### config.mk
export PLATFORM = sky130hd
export DESIGN_NAME = bg_line_fetcher_flat
export DESIGN_NICKNAME = d
export VERILOG_FILES = /design/src/rtl/bg_line_fetcher_if.sv /design/src/rtl/bg_line_fetcher.sv /design/src/flat_wrapper.sv
export SDC_FILE = /design/constraint.sdc
export NUM_CORES = 1
export LEC_CHECK = 0
export CAP_MARGIN = 0
export CORE_UTILIZATION = 40
export CTS_CLUSTER_DIAMETER = 200
export DETAILED_ROUTE_END_ITERATION = 10
export DONT_BUFFER_PORTS = 1
export PLACE_DENSITY = 0.55
export SETUP_SLACK_MARGIN = 0.05
export SKIP_CTS_REPAIR_TIMING = 1
export SYNTH_ARGS = -nofsm -noshare
export SYNTH_HDL_FRONTEND = slang
export SYNTH_SLANG_ARGS = --single-unit
### constraint.sdc
create_clock -name clk_hdmi -period 2.71 [get_ports clk_hdmi]
set_input_delay 0 -clock clk_hdmi [delete_from_list [all_inputs] [get_ports clk_hdmi]]
set_output_delay 0 -clock clk_hdmi [all_outputs]
set_load 0.05 [all_outputs]
### src/rtl/bg_line_fetcher_if.sv
// VRAM read port and line-buffer write port shared by the background fetcher
// (master) and the arbiter / line buffer side (slave).
interface bg_line_fetcher_if;
  logic [12:0] rd_address;
  logic        oe_vram;
  logic        mem_gnt;
  logic [7:0]  read_data;
  logic        wr_en;
  logic [7:0]  wr_addr;
  logic [1:0]  wr_data;

  modport master (
    output rd_address,
    output oe_vram,
    input  mem_gnt,
    input  read_data,
    output wr_en,
    output wr_addr,
    output wr_data
  );

  modport slave (
    input  rd_address,
    input  oe_vram,
    output mem_gnt,
    output read_data,
    input  wr_en,
    input  wr_addr,
    input  wr_data
  );
endinterface

### src/rtl/bg_line_fetcher.sv
// Background scanline fetcher: per tile reads the map byte and both bitplanes
// from VRAM, then streams palette-mapped shades into the line buffer.
module bg_line_fetcher #(
  parameter int LINE_PIXELS = 160,
  parameter int MAP_COLS    = 32
) (
  input  logic               clk_hdmi,
  input  logic               rst,
  input  logic               line_start,
  input  logic [7:0]         lcdc,
  input  logic [7:0]         scx,
  input  logic [7:0]         scy,
  input  logic [7:0]         ly,
  input  logic [7:0]         bgp,
  bg_line_fetcher_if.master  bus,
  output logic               busy,
  output logic               line_done
);

  typedef enum logic [3:0] {
    IDLE, MAP_RD, MAP_WT, LO_RD, LO_WT, HI_RD, HI_WT, PUSH, BLANK, DONE
  } state_t;

  localparam logic [7:0] LAST_PIX = 8'(LINE_PIXELS - 1);
  localparam logic [4:0] LAST_COL = 5'(MAP_COLS - 1);

  state_t      state_q, state_d;
  logic [7:0]  wr_addr_q, wr_addr_d;
  logic [4:0]  tile_count_q, tile_count_d;
  logic [4:0]  col_q, col_d;
  logic [2:0]  px_q, px_d;

  logic        map_sel_q, map_sel_d;
  logic        tdata_sel_q, tdata_sel_d;
  logic [2:0]  fine_x_q, fine_x_d;
  logic [7:0]  yy_q, yy_d;
  logic [7:0]  bgp_q, bgp_d;
  logic [7:0]  idx_q, idx_d;
  logic [7:0]  lo_q, lo_d;
  logic [7:0]  hi_q, hi_d;

  logic        accept;
  logic [12:0] map_addr;
  logic [12:0] tile_base;
  logic [12:0] tile_lo;
  logic [1:0]  color;
  logic        skip_px;
  logic        last_wr;
  logic        oe_vram;
  logic [12:0] rd_address;
  logic        wr_en;
  logic [1:0]  wr_data;
  logic        unused_lcdc;

  function automatic logic [1:0] pal_shade(input logic [7:0] pal, input logic [1:0] c);
    logic [1:0] s;
    case (c)
      2'd0:    s = pal[1:0];
      2'd1:    s = pal[3:2];
      2'd2:    s = pal[5:4];
      default: s = pal[7:6];
    endcase
    return s;
  endfunction

  assign busy        = (state_q != IDLE) && (state_q != DONE);
  assign accept      = line_start && !busy && lcdc[7];
  assign unused_lcdc = ^{lcdc[6:5], lcdc[2:1]};

  assign map_addr  = (map_sel_q ? 13'h1C00 : 13'h1800)
                   + {3'b000, yy_q[7:3], 5'b00000}
                   + {8'h00, col_q};
  // Unsigned mode indexes from 0x0000; signed mode centres on 0x1000.
  assign tile_base = tdata_sel_q ? {1'b0, idx_q, 4'h0}
                                 : 13'h1000 + {idx_q[7], idx_q, 4'h0};
  assign tile_lo   = tile_base + {9'h000, yy_q[2:0], 1'b0};

  // Pixels leave MSB first; leading fine-scroll pixels of the first tile are dropped.
  assign color   = {hi_q[~px_q], lo_q[~px_q]};
  assign skip_px = (tile_count_q == 5'd0) && (px_q < fine_x_q);

  always_comb begin
    state_d      = state_q;
    wr_addr_d    = wr_addr_q;
    tile_count_d = tile_count_q;
    col_d        = col_q;
    px_d         = px_q;
    map_sel_d    = map_sel_q;
    tdata_sel_d  = tdata_sel_q;
    fine_x_d     = fine_x_q;
    yy_d         = yy_q;
    bgp_d        = bgp_q;
    idx_d        = idx_q;
    lo_d         = lo_q;
    hi_d         = hi_q;
    oe_vram      = 1'b0;
    rd_address   = 13'h0000;
    wr_en        = 1'b0;
    wr_data      = 2'b00;
    line_done    = 1'b0;
    last_wr      = 1'b0;

    unique case (state_q)
      IDLE, DONE: begin
        line_done = (state_q == DONE);
        state_d   = IDLE;
        if (accept) begin
          map_sel_d    = lcdc[3];
          tdata_sel_d  = lcdc[4];
          fine_x_d     = scx[2:0];
          yy_d         = ly + scy;
          bgp_d        = bgp;
          wr_addr_d    = 8'h00;
          tile_count_d = 5'd0;
          col_d        = 5'(int'(scx[7:3]) % MAP_COLS);
          px_d         = 3'd0;
          state_d      = lcdc[0] ? MAP_RD : BLANK;
        end
      end
      MAP_RD: begin
        oe_vram    = 1'b1;
        rd_address = map_addr;
        if (bus.mem_gnt) state_d = MAP_WT;
      end
      MAP_WT: begin
        idx_d   = bus.read_data;
        state_d = LO_RD;
      end
      LO_RD: begin
        oe_vram    = 1'b1;
        rd_address = tile_lo;
        if (bus.mem_gnt) state_d = LO_WT;
      end
      LO_WT: begin
        lo_d    = bus.read_data;
        state_d = HI_RD;
      end
      HI_RD: begin
        oe_vram    = 1'b1;
        rd_address = tile_lo + 13'd1;
        if (bus.mem_gnt) state_d = HI_WT;
      end
      HI_WT: begin
        hi_d    = bus.read_data;
        px_d    = 3'd0;
        state_d = PUSH;
      end
      PUSH: begin
        px_d = px_q + 3'd1;
        if (!skip_px) begin
          wr_en     = 1'b1;
          wr_data   = pal_shade(bgp_q, color);
          wr_addr_d = wr_addr_q + 8'd1;
          last_wr   = (wr_addr_q == LAST_PIX);
        end
        // The final pixel ends the line even mid-tile; the tail is never written.
        if (last_wr) begin
          state_d = DONE;
        end else if (px_q == 3'd7) begin
          state_d      = MAP_RD;
          tile_count_d = tile_count_q + 5'd1;
          col_d        = (col_q == LAST_COL) ? 5'd0 : col_q + 5'd1;
        end
      end
      BLANK: begin
        wr_en     = 1'b1;
        wr_addr_d = wr_addr_q + 8'd1;
        if (wr_addr_q == LAST_PIX) state_d = DONE;
      end
      default: state_d = IDLE;
    endcase
  end

  always_ff @(posedge clk_hdmi or posedge rst) begin
    if (rst) begin
      state_q      <= IDLE;
      wr_addr_q    <= 8'h00;
      tile_count_q <= 5'd0;
      col_q        <= 5'd0;
      px_q         <= 3'd0;
    end else begin
      state_q      <= state_d;
      wr_addr_q    <= wr_addr_d;
      tile_count_q <= tile_count_d;
      col_q        <= col_d;
      px_q         <= px_d;
    end
  end

  // Line parameters and fetched bytes are only consumed under control state.
  always_ff @(posedge clk_hdmi) begin
    map_sel_q   <= map_sel_d;
    tdata_sel_q <= tdata_sel_d;
    fine_x_q    <= fine_x_d;
    yy_q        <= yy_d;
    bgp_q       <= bgp_d;
    idx_q       <= idx_d;
    lo_q        <= lo_d;
    hi_q        <= hi_d;
  end

  assign bus.oe_vram    = oe_vram;
  assign bus.rd_address = rd_address;
  assign bus.wr_en      = wr_en;
  assign bus.wr_addr    = wr_en ? wr_addr_q : 8'h00;
  assign bus.wr_data    = wr_data;

endmodule

### src/flat_wrapper.sv
// flat-port wrapper written by rule: the top's interface ports become plain ports
module bg_line_fetcher_flat 
#(
  parameter int LINE_PIXELS = 160,
  parameter int MAP_COLS    = 32
)
  (clk_hdmi, rst, line_start, lcdc, scx, scy, ly, bgp, busy, line_done, bus_rd_address, bus_oe_vram, bus_mem_gnt, bus_read_data, bus_wr_en, bus_wr_addr, bus_wr_data);
  bg_line_fetcher_if bus_i ();
  input  logic clk_hdmi;
  input  logic rst;
  input  logic line_start;
  input  logic [7:0] lcdc;
  input  logic [7:0] scx;
  input  logic [7:0] scy;
  input  logic [7:0] ly;
  input  logic [7:0] bgp;
  output logic busy;
  output logic line_done;
  output wire logic [$bits(bus_i.rd_address)-1:0] bus_rd_address;
  output wire logic [$bits(bus_i.oe_vram)-1:0] bus_oe_vram;
  input wire logic [$bits(bus_i.mem_gnt)-1:0] bus_mem_gnt;
  input wire logic [$bits(bus_i.read_data)-1:0] bus_read_data;
  output wire logic [$bits(bus_i.wr_en)-1:0] bus_wr_en;
  output wire logic [$bits(bus_i.wr_addr)-1:0] bus_wr_addr;
  output wire logic [$bits(bus_i.wr_data)-1:0] bus_wr_data;
  assign bus_rd_address = bus_i.rd_address;
  assign bus_oe_vram = bus_i.oe_vram;
  assign bus_i.mem_gnt = bus_mem_gnt;
  assign bus_i.read_data = bus_read_data;
  assign bus_wr_en = bus_i.wr_en;
  assign bus_wr_addr = bus_i.wr_addr;
  assign bus_wr_data = bus_i.wr_data;
  bg_line_fetcher #(.LINE_PIXELS(LINE_PIXELS), .MAP_COLS(MAP_COLS)) u_core (.clk_hdmi(clk_hdmi), .rst(rst), .line_start(line_start), .lcdc(lcdc), .scx(scx), .scy(scy), .ly(ly), .bgp(bgp), .bus(bus_i), .busy(busy), .line_done(line_done));
endmodule
==> qor.yml <==
setup_path:
  crit_start: "u_core.px_q[0]$_DFFE_PP0P_"
  r2r-end: "u_core.col_q[4]$_DFFE_PP0P_"
  crit_type: "reg2out"
  reg2reg_depth: 4
  cp-end-kind: "output pin"
  critPathCapture: "bus_wr_data[1]"
  critPathRequiredTime_ns: 2.71
  arrival_ns: 2.49
  cp-start-kind: "flop"
  ff2ff_setup_slack_ns: 0.56
  worstReg2RegStart: "u_core.state_q[1]$_DFFE_PP0P_"
  crit_fanout: 7
min_path:
  min_path_type: "in2reg"
  min_path_cells: 3
timing:
  setup_viol: 0
  setup_ws_ns: 0.2189
  hold_violations: 2
  rsz0062_at_grt: "false"
  final.period_utilization_pct: 91.92
  slew_headroom_pct: 31.12
  finalClockSkew_ns: 0.005593
  hold_ws_ns: -0.01342
  drv_slew: 0
  worst_slew_pin_slew_ns: 1.032
  fin_crit_ns: 2.491
  final.setup.tns_ns: 0
  fmax_mhz: 401.4
pwr:
  vdd_drop_max_mv: 0.4016
  combPwrFrac_pct: 5.3
  netSwitchingPower_mw: 0.4675
  p_int_mw: 1.741
  power_leakage_nw: 1.889
  seq_power_share_pct: 51.7
  power_density_mw_per_mm2: 465.4
  p_sw_share_pct: 21.17
  p_clk_share_pct: 42.9
clock_network:
  cts_buffers: 9
  insertion_delay_ns: 0.34
  cts.sinks: 70
  clockBufferDepth: 2
  cts_tree: "yes"
  htreeDepth: 3
  clockRootBuffer: "clkbuf_8"
  clk_pin_slew_ns: 0.08
die:
  fp.dieArea_mm2: 0.009626
  pin_count: 79
  die_w_um: 98.11
  die_h_um: 98.11
  num_rows: 34
  start_util_pct: 41.76
  core_mm2: 0.008848
cells_and_area:
  fin_area_mm2: 0.004745
  n_antenna_cell: 0
  layout.core_utilization_pct: 53.62
  final_common_cell: "edfxtp_1"
  drive_gt1_share_pct: 17.59
  nNetsFinal: 445
  final_cell_mix: "edfxtp_1, dlygate4sd3_1, buf_4"
  area_delta_synth_final_pct: 28.41
routing:
  viasPerCell: 5.452
  num_vias: 2666
  ant_nets: 0
  detail_route.drc_violations: 3
  drt_iter0_drc: 159
  post_drt_wl_per_cell_um: 16.14
  drtPass1Iterations: 7
  totalWireLength_um: 7893
logic_synthesis:
  synth_edf_count: 45
  ys_types: 59
  synth_area_leaders: "edfxtp_1, dfrtp_1, ha_1, mux4_1, a22o_1"
  synth.cell_area_mm2: 0.003695
  netlist.area_leader.share_pct: 36.57
  synth_cells: 304
  ys_seq_area_share_pct: 53.50
  yosysWarnings: 0
  syn_nets: 373
  syn_area_per_cell_um2: 12.15
  synthFlopType: "edfxtp_1"
  ys_seq_elements: 70
  yosys.area.top_type: "edfxtp_1"
  synthArstFlopShare_pct: 35.71
job:
  maxCapViolCount: 0
status:
  outcome: "finished, violations left"
  violations: "DRC, hold timing"
place:
  dpl_cell_area_mm2: 0.004133
  place_congestion: 0.7859
  port_buffers: 0
  place_ws_ns: 0.4259
  hpwlAfterDp_um: 5610
grt:
  grt_max_degree: 26
  grt_pass1_wl_um: 12600
  gr-usage-all-layers_pct: 17.03
  grt-ovfl-total: 0
  grt_pass1_vias: 2544
  antenna_found_initial: 0
## power by group through the flow
stage          logic (mW)  clock network (mW)  registers [mW]
2_1_floorplan      0.0573                   0            1.17
3_3_place_gp       0.0678                   0            1.17
3_5_place_dp       0.0691                   0            1.17
4_1_cts            0.0692               0.976            1.14
5_1_grt             0.134                1.03            1.14
6_report            0.118               0.948            1.14
## state kept, by name (all words and copies together), names as in the netlist, 4 cells and up
register and cells:
u_core.wr_addr_q 8, u_core.col_q 5, u_core.state_q 4, u_core.hi_q 8, u_core.yy_q 8, u_core.tile_count_q 5, u_core.idx_q 8, u_core.bgp_q 8
u_core.lo_q 8
## metal layers
layer / global-route usage [%] / up-vias / share of wire (%)
met5: 0 / - / 0
met4: 5.828 / 0 / 1.4
met3: 5.369 / 9 / 5.0
met2: 27.57 / 73 / 48
met1: 21.60 / 1274 / 45
li1: - / 1310 / -
## cell usage after synthesis, types with 3 or more instances
| master | n |
|---|---|
| a2111o_1 | 3 |
| a21o_1 | 4 |
| a21oi_1 | 16 |
| a22o_1 | 15 |
| and2_1 | 11 |
| buf_2 | 5 |
| clkbuf_1 | 5 |
| dfrtp_1 | 25 |
| edfxtp_1 | 45 |
| ha_1 | 16 |
| inv_1 | 8 |
| mux2i_1 | 4 |
| mux4_1 | 6 |
| nand2_1 | 20 |
| nand2b_1 | 6 |
| nand3_1 | 8 |
| nor2_1 | 22 |
| nor2b_1 | 7 |
| nor3_1 | 10 |
| o21ai_0 | 8 |
| o22ai_1 | 3 |
| o2bb2ai_1 | 4 |
| o31ai_1 | 4 |
| xnor2_1 | 7 |
## how the worst min path moves through the flow
stage / from / end / slack [ns]
after floorplan: rst / u_core.col_q[0]$_DFFE_PP0P_ / 0.03
after global placement: lcdc[4] / u_core.tdata_sel_q$_DFFE_PP_ / 0.1
after detailed placement: lcdc[4] / u_core.tdata_sel_q$_DFFE_PP_ / 0.1
after CTS: bus_read_data[0] / u_core.idx_q[0]$_DFFE_PP_ / -0.27
after global routing: scy[6] / u_core.yy_q[6]$_DFFE_PP_ / 0.003
final: lcdc[0] / u_core.state_q[0]$_DFFE_PP0P_ / -0.01
## layout make-up
class                           instances  area (um^2)
Clock buffer                            9        123.9
Clock inverter                          7        103.9
Fill cell                             781         4104
Inverter                                9        33.78
Multi-Input combinational cell        213         1632
Sequential cell                        70         1978
Tap cell                              108        135.1
Timing Repair Buffer                   73        738.2
## cells by family after synthesis
group / after synthesis / synth area share [%]
mux: 13 / 6.332
compound gates: 74 / 15.10
simple gates: 99 / 14.09
fa+ha+maj: 18 / 6.231
buf+inv: 21 / 2.607
xor+xnor: 9 / 2.134
flops: 70 / 53.51
## worst max-delay path, stage by stage, from the launching register on
cell and delay (ns):
dfrtp_2 0.44, mux4_1 0.59, mux2i_2 0.23, mux4_1 0.56, nor2b_1 0.14, buf_4 0.19
## per-stage QoR
stage	hold WS (ns)	power (mW)	instances
floorplan	0.02732	1.223	304
global placement	0.09892	1.234	434
detailed placement	0.09892	1.235	434
CTS	-0.2749	2.188	450
global route	0.002937	2.304	489
finish	-0.01342	2.208	489
(Power assumes the default switching activity.)
